## src/rtl/slave_port_arbiter_if.sv

```systemverilog
// Two-master / one-slave request bus seen by the slave port arbiter.
// The arbiter uses the slave modport; the master modport is the masters' and slave's side.
interface slave_port_arbiter_if #(
  parameter int unsigned ADDR_WIDTH = 32,
  parameter int unsigned DATA_WIDTH = 32
);
  logic                  m0_req;
  logic                  m1_req;
  logic [ADDR_WIDTH-1:0] m0_addr;
  logic [ADDR_WIDTH-1:0] m1_addr;
  logic                  m0_cmd;
  logic                  m1_cmd;
  logic [DATA_WIDTH-1:0] m0_wdata;
  logic [DATA_WIDTH-1:0] m1_wdata;
  logic                  m0_ack;
  logic                  m1_ack;
  logic                  m0_resp;
  logic                  m1_resp;
  logic [DATA_WIDTH-1:0] m0_rdata;
  logic [DATA_WIDTH-1:0] m1_rdata;
  logic                  s_req;
  logic [ADDR_WIDTH-1:0] s_addr;
  logic                  s_cmd;
  logic [DATA_WIDTH-1:0] s_wdata;
  logic                  s_ack;
  logic                  s_resp;
  logic [DATA_WIDTH-1:0] s_rdata;
  logic [1:0]            grant;

  modport slave (
    input  m0_req, m1_req, m0_addr, m1_addr, m0_cmd, m1_cmd, m0_wdata, m1_wdata,
    output m0_ack, m1_ack, m0_resp, m1_resp, m0_rdata, m1_rdata,
    output s_req, s_addr, s_cmd, s_wdata, grant,
    input  s_ack, s_resp, s_rdata
  );

  modport master (
    output m0_req, m1_req, m0_addr, m1_addr, m0_cmd, m1_cmd, m0_wdata, m1_wdata,
    input  m0_ack, m1_ack, m0_resp, m1_resp, m0_rdata, m1_rdata,
    input  s_req, s_addr, s_cmd, s_wdata, grant,
    output s_ack, s_resp, s_rdata
  );
endinterface

```

## src/rtl/slave_port_arbiter.sv

```systemverilog
// Round-robin arbiter sharing one slave port between two masters.
// Request fields are registered on grant; ack/resp are steered back combinationally.
module slave_port_arbiter #(
  parameter int unsigned ADDR_WIDTH = 32,
  parameter int unsigned DATA_WIDTH = 32
) (
  input  logic                 clk,
  input  logic                 rst,
  slave_port_arbiter_if.slave  bus
);

  typedef enum logic [1:0] {IDLE, WAIT_ACK, WAIT_RESP} state_t;

  state_t                state_q, state_d;
  logic                  ptr_q, ptr_d;
  logic                  s_req_q, s_req_d;
  logic [ADDR_WIDTH-1:0] s_addr_q, s_addr_d;
  logic                  s_cmd_q, s_cmd_d;
  logic [DATA_WIDTH-1:0] s_wdata_q, s_wdata_d;
  logic [1:0]            grant_q, grant_d;
  logic                  win1;

  // State and registered slave-side request
  always_ff @(posedge clk) begin
    if (rst) begin
      state_q   <= IDLE;
      ptr_q     <= 1'b0;
      s_req_q   <= 1'b0;
      s_addr_q  <= '0;
      s_cmd_q   <= 1'b0;
      s_wdata_q <= '0;
      grant_q   <= 2'b00;
    end else begin
      state_q   <= state_d;
      ptr_q     <= ptr_d;
      s_req_q   <= s_req_d;
      s_addr_q  <= s_addr_d;
      s_cmd_q   <= s_cmd_d;
      s_wdata_q <= s_wdata_d;
      grant_q   <= grant_d;
    end
  end

  // Next-state: arbitrate only in IDLE; pointer flips to the loser on completion
  always_comb begin
    state_d   = state_q;
    ptr_d     = ptr_q;
    s_req_d   = s_req_q;
    s_addr_d  = s_addr_q;
    s_cmd_d   = s_cmd_q;
    s_wdata_d = s_wdata_q;
    grant_d   = grant_q;
    win1      = 1'b0;
    case (state_q)
      IDLE: begin
        if (bus.m0_req || bus.m1_req) begin
          win1      = bus.m1_req && (!bus.m0_req || ptr_q);
          grant_d   = win1 ? 2'b10 : 2'b01;
          s_addr_d  = win1 ? bus.m1_addr : bus.m0_addr;
          s_cmd_d   = win1 ? bus.m1_cmd : bus.m0_cmd;
          s_wdata_d = win1 ? bus.m1_wdata : bus.m0_wdata;
          s_req_d   = 1'b1;
          state_d   = WAIT_ACK;
        end
      end
      WAIT_ACK: begin
        if (bus.s_ack) begin
          s_req_d = 1'b0;
          if (s_cmd_q) begin
            state_d = IDLE;
            grant_d = 2'b00;
            ptr_d   = grant_q[0];
          end else begin
            state_d = WAIT_RESP;
          end
        end
      end
      WAIT_RESP: begin
        if (bus.s_resp) begin
          state_d = IDLE;
          grant_d = 2'b00;
          ptr_d   = grant_q[0];
        end
      end
      default: state_d = IDLE;
    endcase
  end

  logic ack_en_c, resp_en_c, m0_resp_c, m1_resp_c;

  // Gated by rst so an aborted transaction never reports back to a master
  assign ack_en_c  = (state_q == WAIT_ACK)  && bus.s_ack  && !rst;
  assign resp_en_c = (state_q == WAIT_RESP) && bus.s_resp && !rst;
  assign m0_resp_c = resp_en_c && grant_q[0];
  assign m1_resp_c = resp_en_c && grant_q[1];

  assign bus.m0_ack   = ack_en_c && grant_q[0];
  assign bus.m1_ack   = ack_en_c && grant_q[1];
  assign bus.m0_resp  = m0_resp_c;
  assign bus.m1_resp  = m1_resp_c;
  assign bus.m0_rdata = m0_resp_c ? bus.s_rdata : '0;
  assign bus.m1_rdata = m1_resp_c ? bus.s_rdata : '0;

  assign bus.s_req   = s_req_q;
  assign bus.s_addr  = s_addr_q;
  assign bus.s_cmd   = s_cmd_q;
  assign bus.s_wdata = s_wdata_q;
  assign bus.grant   = grant_q;

endmodule

```

## src/flat_wrapper.sv

```systemverilog
// flat-port wrapper written by rule: the top's interface ports become plain ports
module slave_port_arbiter_flat 
#(
  parameter int unsigned ADDR_WIDTH = 32,
  parameter int unsigned DATA_WIDTH = 32
)
  (clk, rst, bus_m0_req, bus_m1_req, bus_m0_addr, bus_m1_addr, bus_m0_cmd, bus_m1_cmd, bus_m0_wdata, bus_m1_wdata, bus_m0_ack, bus_m1_ack, bus_m0_resp, bus_m1_resp, bus_m0_rdata, bus_m1_rdata, bus_s_req, bus_s_addr, bus_s_cmd, bus_s_wdata, bus_grant, bus_s_ack, bus_s_resp, bus_s_rdata);
  slave_port_arbiter_if #(.ADDR_WIDTH(ADDR_WIDTH), .DATA_WIDTH(DATA_WIDTH)) bus_i ();
  input  logic clk;
  input  logic rst;
  input wire logic [$bits(bus_i.m0_req)-1:0] bus_m0_req;
  input wire logic [$bits(bus_i.m1_req)-1:0] bus_m1_req;
  input wire logic [$bits(bus_i.m0_addr)-1:0] bus_m0_addr;
  input wire logic [$bits(bus_i.m1_addr)-1:0] bus_m1_addr;
  input wire logic [$bits(bus_i.m0_cmd)-1:0] bus_m0_cmd;
  input wire logic [$bits(bus_i.m1_cmd)-1:0] bus_m1_cmd;
  input wire logic [$bits(bus_i.m0_wdata)-1:0] bus_m0_wdata;
  input wire logic [$bits(bus_i.m1_wdata)-1:0] bus_m1_wdata;
  output wire logic [$bits(bus_i.m0_ack)-1:0] bus_m0_ack;
  output wire logic [$bits(bus_i.m1_ack)-1:0] bus_m1_ack;
  output wire logic [$bits(bus_i.m0_resp)-1:0] bus_m0_resp;
  output wire logic [$bits(bus_i.m1_resp)-1:0] bus_m1_resp;
  output wire logic [$bits(bus_i.m0_rdata)-1:0] bus_m0_rdata;
  output wire logic [$bits(bus_i.m1_rdata)-1:0] bus_m1_rdata;
  output wire logic [$bits(bus_i.s_req)-1:0] bus_s_req;
  output wire logic [$bits(bus_i.s_addr)-1:0] bus_s_addr;
  output wire logic [$bits(bus_i.s_cmd)-1:0] bus_s_cmd;
  output wire logic [$bits(bus_i.s_wdata)-1:0] bus_s_wdata;
  output wire logic [$bits(bus_i.grant)-1:0] bus_grant;
  input wire logic [$bits(bus_i.s_ack)-1:0] bus_s_ack;
  input wire logic [$bits(bus_i.s_resp)-1:0] bus_s_resp;
  input wire logic [$bits(bus_i.s_rdata)-1:0] bus_s_rdata;
  assign bus_i.m0_req = bus_m0_req;
  assign bus_i.m1_req = bus_m1_req;
  assign bus_i.m0_addr = bus_m0_addr;
  assign bus_i.m1_addr = bus_m1_addr;
  assign bus_i.m0_cmd = bus_m0_cmd;
  assign bus_i.m1_cmd = bus_m1_cmd;
  assign bus_i.m0_wdata = bus_m0_wdata;
  assign bus_i.m1_wdata = bus_m1_wdata;
  assign bus_m0_ack = bus_i.m0_ack;
  assign bus_m1_ack = bus_i.m1_ack;
  assign bus_m0_resp = bus_i.m0_resp;
  assign bus_m1_resp = bus_i.m1_resp;
  assign bus_m0_rdata = bus_i.m0_rdata;
  assign bus_m1_rdata = bus_i.m1_rdata;
  assign bus_s_req = bus_i.s_req;
  assign bus_s_addr = bus_i.s_addr;
  assign bus_s_cmd = bus_i.s_cmd;
  assign bus_s_wdata = bus_i.s_wdata;
  assign bus_grant = bus_i.grant;
  assign bus_i.s_ack = bus_s_ack;
  assign bus_i.s_resp = bus_s_resp;
  assign bus_i.s_rdata = bus_s_rdata;
  slave_port_arbiter #(.ADDR_WIDTH(ADDR_WIDTH), .DATA_WIDTH(DATA_WIDTH)) u_core (.clk(clk), .rst(rst), .bus(bus_i));
endmodule
```

## config.mk

```make
export PLATFORM = sky130hd
export DESIGN_NAME = slave_port_arbiter_flat
export DESIGN_NICKNAME = d
export VERILOG_FILES = /design/src/rtl/slave_port_arbiter_if.sv /design/src/rtl/slave_port_arbiter.sv /design/src/flat_wrapper.sv
export SDC_FILE = /design/constraint.sdc
export NUM_CORES = 1
export LEC_CHECK = 0
export ABC_AREA = 0
export CORE_AREA = 2 2 118 120
export DETAILED_ROUTE_END_ITERATION = 10
export DIE_AREA = 0 0 120 122
export PLACE_DENSITY = 0.79
export SYNTH_ARGS = -nofsm -noshare
export SYNTH_HDL_FRONTEND = slang
export SYNTH_SLANG_ARGS = --single-unit
```

## constraint.sdc

```tcl
create_clock -name clk -period 1.9 [get_ports clk]
set_clock_uncertainty 0.15 [all_clocks]
set_input_delay 0.19 -clock clk [delete_from_list [all_inputs] [get_ports clk]]
set_output_delay 0.19 -clock clk [all_outputs]
set_load 0.02 [all_outputs]
```

==> metrics.csv <==
stage;metric;value;unit
sta;Final Hold Violating Endpoints;0;
floorplanning;DIE HEIGHT;122;µm
power;power share of the clock group;0.247;
critical_path;cell mode on critical path;buf_6;
critical_path;CP bufs+invs;4;
global_route;GR Util All Layers;0.222;
placed_design;DP HPWL;12100;µm
critical_path;crit start category;register;
synthesis;Yosys reg bits;71;
power;Max VDD drop;0.460;mV
detailed_routing;post-DR vias/cell;5.15;
critical_path;worst path cell trace;inv_2, ha_4, nand2_4, nor2_4, buf_6, clkbuf_16, and2_4, buf_6;
power;Psw;2640;µW
global_route;largest net degree at the start of global routing;57;
floorplanning;core box area;13500;µm²
detailed_routing;vias;5034;
flow_run;Max-Cap Viols;0;
clock_network;hold_buf cts;0;
synthesis;Area contributors post-synth;dfxtp_1 32%, a311oi_2 20%, nand3b_1 11%;
clock_network;Root Driver;clkbuf_16;
layout;Register Area;1420;µm²
layout;Final Util;0.631;
floorplanning;die footprint;14600;µm²
critical_path;Req. time, crit path;1560;ps
power;Sw Ratio;0.353;
placed_design;placed cell count;951;
synthesis;top-area cell type share of the netlist area;0.318;
hold_path;HP Class;primary input to register;
detailed_routing;drt first pass iters;4;
clock_network;clk slew on worst S/H paths;60;ps
synthesis;Post-synth EDFFs;0;
floorplanning;die width;120;µm
detailed_routing;Top Metal Used;met4;
critical_path;CP Capture Type;output port;
detailed_routing;metal3 WL;1070;µm
detailed_routing;Routed WL per cell;18.0;µm
placed_design;number of port buffers;303;
sta;worst slew pin tran;908;ps
synthesis;Post-Syn Nets;672;
global_route;GRT overflow;0;
global_route;antenna violations before repair;0;
synthesis;Async SR Flop Fraction;0;
critical_path;critical path class;register to output port;
power;Leakage;0.00319;µW
layout;# diodes;0;
layout;Filler cells;1084;
synthesis;Synth top cells by count;71 x dfxtp_1, 71 x nor2_1, 66 x nand3b_1;
critical_path;Slowest-stage cell, CP;dfxtp_2;
sta;Setup Viol. Count Final;38;
sta;relative slew slack;0.394;
detailed_routing;Metal-1 WL;7160;µm
layout;area grow syn2layout;90.6;%
placed_design;routability cong.;0.822;
clock_network;TritonCTS Buffers;9;
power;Logic pwr share;0.477;
clock_network;CTS tree;built;
sta;Final Cycle Share;1.04;
detailed_routing;drt total wl;17600;µm
detailed_routing;DRC;0;
floorplanning;Rows;43;
floorplanning;num ports;304;
detailed_routing;Antenna Violating Nets Remaining;0;
placed_design;post-placement setup slack;-342;ps
global_route;number of global-route vias before repair;5040;
floorplanning;Initial Util;0.331;
critical_path;CP max FO;8;
synthesis;Ys Warns;0;
power;Pwr Density;877;nW/µm²
synthesis;Main synth FF type;dfxtp_1;
status;status;finished, violations left;
detailed_routing;drt initial violations;232;
critical_path;critical path's largest stage delay;330;ps
power;Internal;4830;µW
synthesis;syn_area_per_cell;8.96;µm²
sta;fin worst setup slack;-68.3;ps
synthesis;Yosys cell types;31;
synthesis;mapped cell area;4470;µm²
global_route;first-pass GRT wire length;25800;µm
status;failing checks;negative setup slack;
layout;layout cells sized above 1;0.317;
sta;post-layout min period;1970;ps
layout;Cell Count, Final, Fillers Out;978;
sta;fmax;0.508;GHz
synthesis;post-synthesis sequential area ratio;0.318;
sta;hold_ws;169;ps
critical_path;arrival time worst endpoint;1630;ps
layout;footprint of the multi-input gates;2900;µm²
synthesis;leading area contributor after synthesis;dfxtp_1;
layout;Net count, final;967;
clock_network;CTS sink cnt;71;
sta;Final Max Slew Viols;0;
synthesis;Post-Synthesis Cells;499;
power;Seq pwr share;0.276;
detailed_routing;met2 routed WL;8900;µm
critical_path;CP delay by family, top;buffers and inverters;
sta;RSZ-0062 raised after global routing;yes;
clock_network;clk_lat worst skew;340;ps
clock_network;Max Root-Sink Buffers;2;
clock_network;H-tree levels;3;
==> worst register-to-register path: cells and delay by family, from the launching register on <==
| kind | cells | cell delay [ps] |
|---|---|---|
| buf+inv | 4 | 510 |
| compound gates | 2 | 480 |
| flops | 1 | 330 |
| fa+ha+maj | 1 | 190 |
| simple gates | 1 | 70 |
==> layer usage <==
metal | global-route usage | vias up
met5 | 0 | -
met3 | 0.0552 | 32
li1 | - | 2401
met2 | 0.387 | 189
met1 | 0.256 | 2412
met4 | 0.101 | 0
==> power groups by stage <==
| stage | logic (µW) | registers [µW] | clock network, µW |
|---|---|---|---|
| after global routing | 3800 | 2100 | 1950 |
| after CTS | 3370 | 2050 | 1890 |
| after detailed placement | 3310 | 2080 | 0 |
| final | 3560 | 2060 | 1850 |
| after floorplan | 1540 | 2470 | 0 |
| after global placement | 3250 | 2060 | 0 |
==> placed cells by master (no fill, tap or decap), types with 2 or more instances in the layout <==
master,instances
clkdlybuf4s50_1,233
dfxtp_1,70
nor2_1,68
nand3b_1,66
buf_6,66
a311oi_2,61
o21ai_0,57
and2_4,51
buf_4,24
and2_1,13
clkbuf_16,12
buf_12,11
o21ai_1,9
nand2b_1,5
a311oi_1,4
inv_2,3
nor2b_1,3
a21oi_1,3
mux2i_1,3
buf_2,3
nor2_4,2
nand2_1,2
nand4_1,2
o31ai_1,2
ha_2,2
ha_1,2
bufinv_16,2
clkinv_4,2
buf_16,2
==> state kept, by name, indices dropped and copies added (netlist names) <==
register	flops
u_core.bus.grant	2
u_core.bus.s_req	1
u_core.state_q	2
u_core.bus.s_wdata	32
u_core.bus.s_cmd	1
u_core.ptr_q	1
u_core.bus.s_addr	32
==> area by class of cell <==
| type | count | area share |
|---|---|---|
| clock buffers | 10 | 0.0280 |
| repair buffers | 343 | 0.427 |
| well taps | 180 | 0.0264 |
| multi-input cells | 365 | 0.340 |
| inverters | 4 | 0.00176 |
| flip-flops and latches | 71 | 0.167 |
| clock inverters | 5 | 0.00969 |
==> through the flow <==
step | area (µm²) | setup TNS (ps) | power [µW]
global route | 8520 | -5610 | 7850
CTS | 8370 | -1900 | 7320
detailed placement | 7720 | -19830 | 5390
global placement | 7720 | -18550 | 5310
floorplan | 4470 | 0 | 4010
finish | 8520 | -1840 | 7470
==> cell families (layout without fill, tap and decap cells) <==
kind of cell,Yosys count,in the layout,share of synthesized area
simple gates,218,218,0.284
compound gates,139,139,0.299
flops,71,71,0.318
buf+inv,63,362,0.0784
fa+ha+maj,5,5,0.0140
mux,3,3,0.00672
==> final timing paths <==
path / slack [ps] / startpoint / endpoint / cells past startpoint
worst max-delay path: -70 / u_core.state_q[0] / bus_m0_rdata[24] / 8
worst min register to register: 350 / u_core.bus.s_wdata[15] / u_core.bus.s_wdata[15] / 2
worst min-delay path: 170 / bus_m1_req / u_core.bus.s_req / 4
worst max register to register: 80 / u_core.state_q[0] / u_core.bus.s_addr[1] / 8
==> repair_timing <==
| action | in CTS | in global routing |
|---|---|---|
| hold endpoints to repair | 0 | 0 |
| setup buffers | 6 | 2 |
| resized for setup | 453 | 27 |
| cloned | 3 | 3 |
| pin swaps | 16 | 18 |
| endpoints found under the setup margin | 68 | 94 |
Power figures use the tool's default switching activity.
